==> src/rtl/gray_to_binary.sv <==
// Gray-to-binary converter.
// Each output bit is the XOR of all Gray bits at and above its position. The
// prefix XOR uses a Kogge-Stone tree of ceil(log2(WIDTH)) levels. The result is
// registered and qualified by out_valid. With PIPELINED=1, an input register
// is followed by one register per prefix level. Every data stage loads only
// when its incoming valid bit is set, so binary keeps the last result between
// words.
module gray_to_binary #(
    parameter int WIDTH     = 4,
    parameter int PIPELINED = 0
) (
    input  logic             clk,
    input  logic             rst,
    input  logic             in_valid,
    input  logic [WIDTH-1:0] gray,
    output logic             out_valid,
    output logic [WIDTH-1:0] binary
);

    localparam int unsigned W      = WIDTH;
    localparam int unsigned LEVELS = (WIDTH > 1) ? $clog2(WIDTH) : 0;

    // One Kogge-Stone level: fold in the partial result 2^k positions above.
    function automatic logic [WIDTH-1:0] prefix_level(input logic [WIDTH-1:0] x,
                                                      input int unsigned     k);
        logic [WIDTH-1:0] r;
        int unsigned      step;
        r    = x;
        step = 32'd1 << k;
        for (int unsigned i = 0; i < W; i++) begin
            if (i + step < W) begin
                r[i] = x[i] ^ x[i + step];
            end
        end
        return r;
    endfunction

    if (PIPELINED == 0) begin : g_comb

        logic [WIDTH-1:0] bin_d;
        logic [WIDTH-1:0] bin_q;
        logic             vld_q;

        // Full prefix XOR ahead of the single output register.
        always_comb begin
            bin_d = gray;
            for (int unsigned k = 0; (32'd1 << k) < W; k++) begin
                bin_d = prefix_level(bin_d, k);
            end
        end

        // Output register: loads on valid words and holds otherwise.
        always_ff @(posedge clk or posedge rst) begin
            if (rst) begin
                bin_q <= '0;
                vld_q <= 1'b0;
            end else begin
                vld_q <= in_valid;
                if (in_valid) begin
                    bin_q <= bin_d;
                end
            end
        end

        assign binary    = bin_q;
        assign out_valid = vld_q;

    end else begin : g_pipe

        // Stage 0 captures the raw Gray word. Stage k+1 holds the word after
        // prefix level k. The valid chain runs in parallel with the data stages.
        logic [WIDTH-1:0] stage_d [LEVELS+1];
        logic [WIDTH-1:0] stage_q [LEVELS+1];
        logic [LEVELS:0]  vld_q;

        // Next value of every stage, computed from the stage before it.
        always_comb begin
            for (int unsigned k = 0; k < LEVELS + 1; k++) begin
                stage_d[k] = '0;
            end
            stage_d[0] = gray;
            for (int unsigned k = 1; k < LEVELS + 1; k++) begin
                stage_d[k] = prefix_level(stage_q[k-1], k - 1);
            end
        end

        // Stage registers and valid chain. A stage loads only when valid reaches it.
        always_ff @(posedge clk or posedge rst) begin
            if (rst) begin
                vld_q <= '0;
                for (int unsigned k = 0; k < LEVELS + 1; k++) begin
                    stage_q[k] <= '0;
                end
            end else begin
                vld_q[0] <= in_valid;
                if (in_valid) begin
                    stage_q[0] <= stage_d[0];
                end
                for (int unsigned k = 1; k < LEVELS + 1; k++) begin
                    vld_q[k] <= vld_q[k-1];
                    if (vld_q[k-1]) begin
                        stage_q[k] <= stage_d[k];
                    end
                end
            end
        end

        assign binary    = stage_q[LEVELS];
        assign out_valid = vld_q[LEVELS];

    end

endmodule

==> config.mk <==
export PLATFORM = sky130hd
export DESIGN_NAME = gray_to_binary
export DESIGN_NICKNAME = d
export VERILOG_FILES = /design/src/rtl/gray_to_binary.sv
export SDC_FILE = /design/constraint.sdc
export NUM_CORES = 1
export LEC_CHECK = 0
export BUFFER_PORTS_ARGS = -buffer_cell sky130_fd_sc_hd__buf_2
export CAP_MARGIN = 25
export CORE_AREA = 5 5 42 44
export CTS_BUF_LIST = sky130_fd_sc_hd__clkbuf_4 sky130_fd_sc_hd__clkbuf_8
export CTS_CLUSTER_SIZE = 10
export DETAILED_ROUTE_END_ITERATION = 7
export DIE_AREA = 0 0 47 49
export GPL_TIMING_DRIVEN = 0
export PLACE_DENSITY_LB_ADDON = 0.05
export SYNTH_ARGS = -nofsm -noshare
export SYNTH_HDL_FRONTEND = slang
export SYNTH_SLANG_ARGS = --single-unit
==> constraint.sdc <==
create_clock -name clk -period 1.2 [get_ports clk]
set_input_delay 0.12 -clock clk [delete_from_list [all_inputs] [get_ports clk]]
set_output_delay 0.12 -clock clk [all_outputs]
set_load 0.01 [all_outputs]
# == Yosys cells after proc, flatten, opt, wreduce, memory -nomap -nowiden ==
# Index checks and enable logic that the tools add are counted.
# classes
shifts,0
div,0
bitwise_logic,5
n_eq_ne,0
muxes,0
n_mul,0
n_addsub,0
n_lt_le_gt_ge,0
reduce_logical,0
# ops
operator,n
1-bit XOR,5
# totals
latch_bits,0
inputBits,7
mem_count,0
mem_bits_rw,0
out_inout_bits,5
rom_bits,0
ff_bits,5
word_cells,7

# == Logic depth before layout (Yosys ltp) ==
# Gate-level depths: netlist of run 1.
# depth
ltp_word,2
mapped_depth,3
depth_no_buf,3

# == Worst setup path after synthesis of run 1 ==
# Ideal clock, no wire load.
# synth_timing
kind,register to register
from,"reg, netlist name binary[1]"
to,"reg g_comb.bin_q[1], in the netlist binary[1]"
stages_incl_launch_ff,2
required_time_ps,1075
arrival_time_ps,654
path_buffers,0
path_slack_ps,421
setup_ps,125
synth_period_minus_slack_ps,779
path_cell_list,dfrtp_1 -> mux2_4
# synth_rtl
item,line_no,rtl
to (signal assigned),60,bin_q <= bin_d;
to (decl),41,logic [WIDTH-1:0] bin_q;

# == Worst setup path in the final report of run 1 ==
# layout_timing
from,"reg g_comb.bin_q[2], in the netlist binary[2]"
to,out binary[2]
# layout_rtl
item,line_no,rtl
to (decl),17,output logic [WIDTH-1:0] binary
# No word-level cell between the ends.

==> results.txt, run 1 <==
Max-Cap Viols: 0
Post-synthesis adder-cell area fraction: 0%
First-pass GRT wire length: 752 um
IR drop worst, VDD: 292 uV
Register area share after synthesis: 58.1%
Hold Violations, Final: 0
Fmax: 1160 MHz
# diodes: 0
Slowest-stage cell, CP: dfrtp_1
DR pass1 iterations: 4
Syn_nets: 23
Die width: 47 um
Routability cong.: 0.617
Vias in the first global route: 173
Worst-margin pin slew: 0.257 ns
Critical Path AT: 0.74 ns
Share of post-route cells with drive strength above 1: 56.3%
Initial core utilization: 15.4%
Cell Area, Placed: 290 um^2
Largest net degree at the start of global routing: 8
CTS resizes: 0
Synth area leader: dfrtp_1
Synth async-reset ratio: 100%
Clock Pin Slew Worst Setup and Hold Paths: 0.05 ns
Layout Cells excl Fill: 48
Fillers: 169
Core ar.: 1400 um^2
IO Pins: 12
Main combinational cell family by area after synthesis: XOR/XNOR gates
Critical path fanouts, max: 2
Mux contribution to synthesized area: 12.2%
CTS Sinks: 5
Gate Count Post-Synth: 16
Leakage: 0.161 nW
Drt total wl: 459 um
P per Cell Area: 1560 nW/um^2
Critical Path Max Stage Delay: 0.37 ns
YS warnings: 0
Die ar.: 2300 um^2
Setup ws final: 0.336 ns
Residual overflow from global routing: 0
Main flop type after synthesis: dfrtp_1
Reg2reg setup slack: 0.45 ns
Final instance area: 330 um^2
Worst skew pair latency: 0.23 ns
Fin nets: 40
Post-synth EDFFs: 0
Crit. End Element: output pin
Avg WL per Cell: 9.56 um
Top-count cell post-synth: dfrtp_1
DR iter-0 viols: 2
CTS root buffer: clkbuf_4
# rows: 14
Synth unique cells: 8
Compound-Gate Fraction of Synth Area: 4.65%
Simple-gate area share of the yosys netlist: 3.49%
CTS buffer count: 3
Mapped Area: 215 um^2
Final Cycle Share: 72.0%
Setup TNS: 0 ns
Hold WC Path Type: in2reg
Final Slew Violations: 0
Mapped Avg Cell Area: 13.5 um^2
Crit path max-delay family: flip-flops
Die height: 49 um
Top-area cell type share of the netlist area: 58.1%
Clock skew: 0 ns
Status: finished, final reports clean
Setup bufs post-CTS: 0
GRT Util Overall: 5.09%
H-tree depth: 1
Min Clock Period, post-route: 0.864 ns
DRC viols: 0
Critical-path cell list: buf_2
Critical path type: reg2out
Vias per cell: 3.44
Initial antenna violation count: 0
XOR/XNOR Fraction of Synth Area: 19.8%
Setup crit start kind: register
Syn-to-layout area delta: 53.5%
# setup viols final: 0
RSZ-0062 raised after global routing: false
Hold buffer count at cts: 1
CP required: 1.08 ns
Cell count after placement: 43
Area contributors post-synth: dfrtp_1 58%, xnor2_1 12%, xnor2_2 7.6%
TritonCTS clock tree: yes
Final ANT Viol Nets: 0
Number of port buffers: 11
Clock Path Buffers: 2
Top cells by count, synth: 5 x dfrtp_1, 3 x xnor2_1, 2 x a21oi_1, 2 x nor2_1
Flops & latches, synth: 5
Buffers & Inverters on Critical Path: 1
Via count: 165
Slew margin rel.: 82.8%
DP Worst Slack: 0.223 ns
## through the flow
step	util, %	total power, mW	hold WS (ns)
6_report	23.6	0.516	0.0931
5_1_grt	23.6	0.556	0.0782
4_1_cts	23.6	0.528	0.0868
3_5_place_dp	20.7	0.306	0.0328
3_3_place_gp	20.7	0.305	0.0320
2_1_floorplan	-	0.260	-0.101
## registers in the layout, summed over array words and instances (netlist names)
| signal | count |
|---|---|
| binary | 4 |
| out_valid | 1 |
## final timing paths
kind / end / startpoint / cells past startpoint
setup / recovery: binary[2] / binary[2]$_DFFE_PP0P_ / 1
hold reg to reg: binary[3]$_DFFE_PP0P_ / binary[3]$_DFFE_PP0P_ / 1
min in group asynchronous: out_valid$_DFF_PP0_ / rst / 3
max in group asynchronous: binary[0]$_DFFE_PP0P_ / rst / 3
hold / removal: out_valid$_DFF_PP0_ / in_valid / 1
setup reg to reg: binary[1]$_DFFE_PP0P_ / binary[1]$_DFFE_PP0P_ / 1
## routing by layer
| layer | vias up | track usage [%] | wire (um) |
|---|---|---|---|
| met1 | 77 | 5.79 | 195 |
| met5 | - | 0 | 0 |
| met2 | 6 | 5.66 | 218 |
| met3 | 0 | 3.32 | 45 |
| li1 | 82 | - | - |
| met4 | 0 | 5.53 | 0 |
## power by group
group | internal, mW | total, mW | switching, mW
clock | 0.148 | 0.213 | 0.0647
sequential | 0.191 | 0.201 | 0.0101
combinational | 0.0545 | 0.102 | 0.0472
total | 0.394 | 0.516 | 0.122
## cells in the final DEF, fill, tap and decap left out, drive strengths merged
master | Yosys | final
inv | 1 | 1
nor2 | 2 | 2
clkbuf | 0 | 4
dlygate4sd3 | 0 | 1
xnor2 | 4 | 4
dfrtp | 5 | 5
buf | 0 | 11
a21oi | 2 | 2
mux2 | 2 | 2
## cell type report
cell class	instances	area, um^2	area share (%)
clock buffers	4	30.0	9.09
multi-input cells	10	86.3	26.1
inverters	1	3.75	1.14
repair buffers	12	65.1	19.7
well taps	16	20.0	6.06
flip-flops and latches	5	125	37.9
## kinds of logic (layout without fill, tap and decap cells)
| logic type | after synthesis | in the layout |
|---|---|---|
| compound gates | 2 | 2 |
| xor+xnor | 4 | 4 |
| simple gates | 2 | 2 |
| buf+inv | 1 | 17 |
| flops | 5 | 5 |
| mux | 2 | 2 |
No activity file was read; power rests on OpenSTA's default activity.
==> inputs of run 2 (changes only) <==
==> constraint.sdc (replaced) <==
create_clock -name clk -period 0.86 [get_ports clk]
set_input_delay 0.086 -clock clk [delete_from_list [all_inputs] [get_ports clk]]
set_output_delay 0.086 -clock clk [all_outputs]
set_load 0.01 [all_outputs]
==> results.txt, run 2 (same netlist as run 1, synthesis figures left out) <==
Status: finished, final reports clean (unchanged)
IR drop worst, VDD: 408 uV (was 292 uV)
CTS root buffer: clkbuf_4 (unchanged)
Layout Cells excl Fill: 49 (was 48)
Via count: 169 (was 165)
Cell count after placement: 43 (unchanged)
Clock Path Buffers: 2 (unchanged)
RSZ-0062 raised after global routing: true (was false)
TritonCTS clock tree: yes (unchanged)
Core ar.: 1400 um^2 (unchanged)
Buffers & Inverters on Critical Path: 1 (unchanged)
DRC viols: 0 (unchanged)
Max-Cap Viols: 0 (unchanged)
Routability cong.: 0.617 (unchanged)
Slew margin rel.: 82.8% (unchanged)
Clock skew: 0 ns (unchanged)
Die ar.: 2300 um^2 (unchanged)
Critical Path AT: 0.74 ns (about the same)
Initial core utilization: 15.4% (unchanged)
Vias per cell: 3.45 (was 3.44)
Most common library cell in the layout ignoring fill and taps: buf_2 (unchanged)
Setup crit start kind: register (unchanged)
Commonest cells after routing, fill and taps aside: 10 x buf_2, 5 x dfrtp_1, 4 x clkbuf_4, 3 x xnor2_1 (was 11 x buf_2, 5 x dfrtp_1, 4 x clkbuf_4, 3 x xnor2_1)
Leakage: 0.168 nW (was 0.161 nW)
# rows: 14 (unchanged)
Critical path fanouts, max: 2 (unchanged)
P per Cell Area: 2150 nW/um^2 (was 1560 nW/um^2)
Final Cycle Share: 96.3%
# diodes: 0 (unchanged)
Syn-to-layout area delta: 59.9% (was 53.5%)
Residual overflow from global routing: 0 (unchanged)
Critical path type: reg2out (unchanged)
Final Slew Violations: 0 (unchanged)
Drt total wl: 469 um (was 459 um)
Final ANT Viol Nets: 0 (unchanged)
CTS buffer count: 3 (unchanged)
Max reg flops: 4 (unchanged)
Worst-margin pin slew: 0.257 ns (unchanged)
Critical-path cell list: buf_6 (was buf_2)
DR pass1 iterations: 4 (unchanged)
Hold WC Path Type: in2reg (unchanged)
Total power: 740 uW (was 516 uW)
Min Clock Period, post-route: 0.829 ns
Critical Path Max Stage Delay: 0.38 ns (was 0.37 ns)
IO Pins: 12 (unchanged)
Hold Violations, Final: 0 (unchanged)
Fillers: 168 (was 169)
Setup ws final: 0.0314 ns (was 0.336 ns)
Initial antenna violation count: 0 (unchanged)
Die height: 49 um (unchanged)
# setup viols final: 0 (unchanged)
H-tree depth: 1 (unchanged)
Clock Pin Slew Worst Setup and Hold Paths: 0.05 ns (about the same)
DR iter-0 viols: 2 (unchanged)
Worst skew pair latency: 0.23 ns (about the same)
CTS Sinks: 5 (unchanged)
Vias in the first global route: 173 (unchanged)
Crit. End Element: output pin (unchanged)
Number of port buffers: 11 (unchanged)
Die width: 47 um (unchanged)
GRT Util Overall: 5.09% (unchanged)
First-pass GRT wire length: 752 um (unchanged)
CP required: 0.77 ns (was 1.08 ns)
Fmax: 1210 MHz
DP Worst Slack: -0.0828 ns (was 0.223 ns)
Hold Slack: 0.0590 ns (was 0.0931 ns)
Avg WL per Cell: 9.57 um (was 9.56 um)
Slowest-stage cell, CP: dfrtp_1 (unchanged)
Largest net degree at the start of global routing: 8 (unchanged)
Share of post-route cells with drive strength above 1: 57.6% (was 56.3%)
Fin nets: 41 (was 40)
Crit path max-delay family: flip-flops (unchanged)
==> run 2: per-layer routing <==
metal | share of wire, % | vias up | global-route usage, %
met5 | 0 | - | 0
met4 | 0 | 0 | 5.53
met3 | 12 | 0 | 3.32
met2 | 49 | 6 | 5.66
met1 | 39 | 79 | 5.79
li1 | - | 84 | -
==> run 2: power by group <==
part | internal [mW] | total (mW) | switching (mW)
clock | 0.207 | 0.297 | 0.0902
sequential | 0.267 | 0.283 | 0.0155
combinational | 0.0924 | 0.161 | 0.0686
==> run 2: repair_timing <==
item                                    CTS  global route
endpoints found under the setup margin    0             3
hold endpoints to repair                  5             0
resized for setup                         0             1
hold buffers                              1             0
buffers inserted                          0             1
==> run 2: path summary, 6_finish.rpt <==
path                       depth (start not counted)  slack, ns                  start               endpoint
max reg2reg                                        1       0.11  binary[1]$_DFFE_PP0P_  binary[1]$_DFFE_PP0P_
max in group asynchronous                          3       0.39                    rst  binary[0]$_DFFE_PP0P_
min in group asynchronous                          3       0.29                    rst    out_valid$_DFF_PP0_
min reg2reg                                        1       0.50  binary[3]$_DFFE_PP0P_  binary[3]$_DFFE_PP0P_
min                                                1       0.06               in_valid    out_valid$_DFF_PP0_
max                                                1       0.03  binary[2]$_DFFE_PP0P_              binary[2]
==> run 2: per-stage QoR <==
step	cell area [um^2]	util (%)	TNS, ns
finish	344	24.6	0
global route	344	24.6	-0.0261
CTS	330	23.6	0
detailed placement	290	20.7	-0.0828
global placement	290	20.7	-0.0773
floorplan	215	-	0
==> run 2: area by class of cell <==
cell class / count / area (um^2) / share of cell area, %
multi-input cells: 10 / 86.3 / 25.1
well taps: 16 / 20.0 / 5.82
flip-flops and latches: 5 / 125 / 36.4
repair buffers: 13 / 78.8 / 22.9
clock buffers: 4 / 30.0 / 8.73
inverters: 1 / 3.75 / 1.09
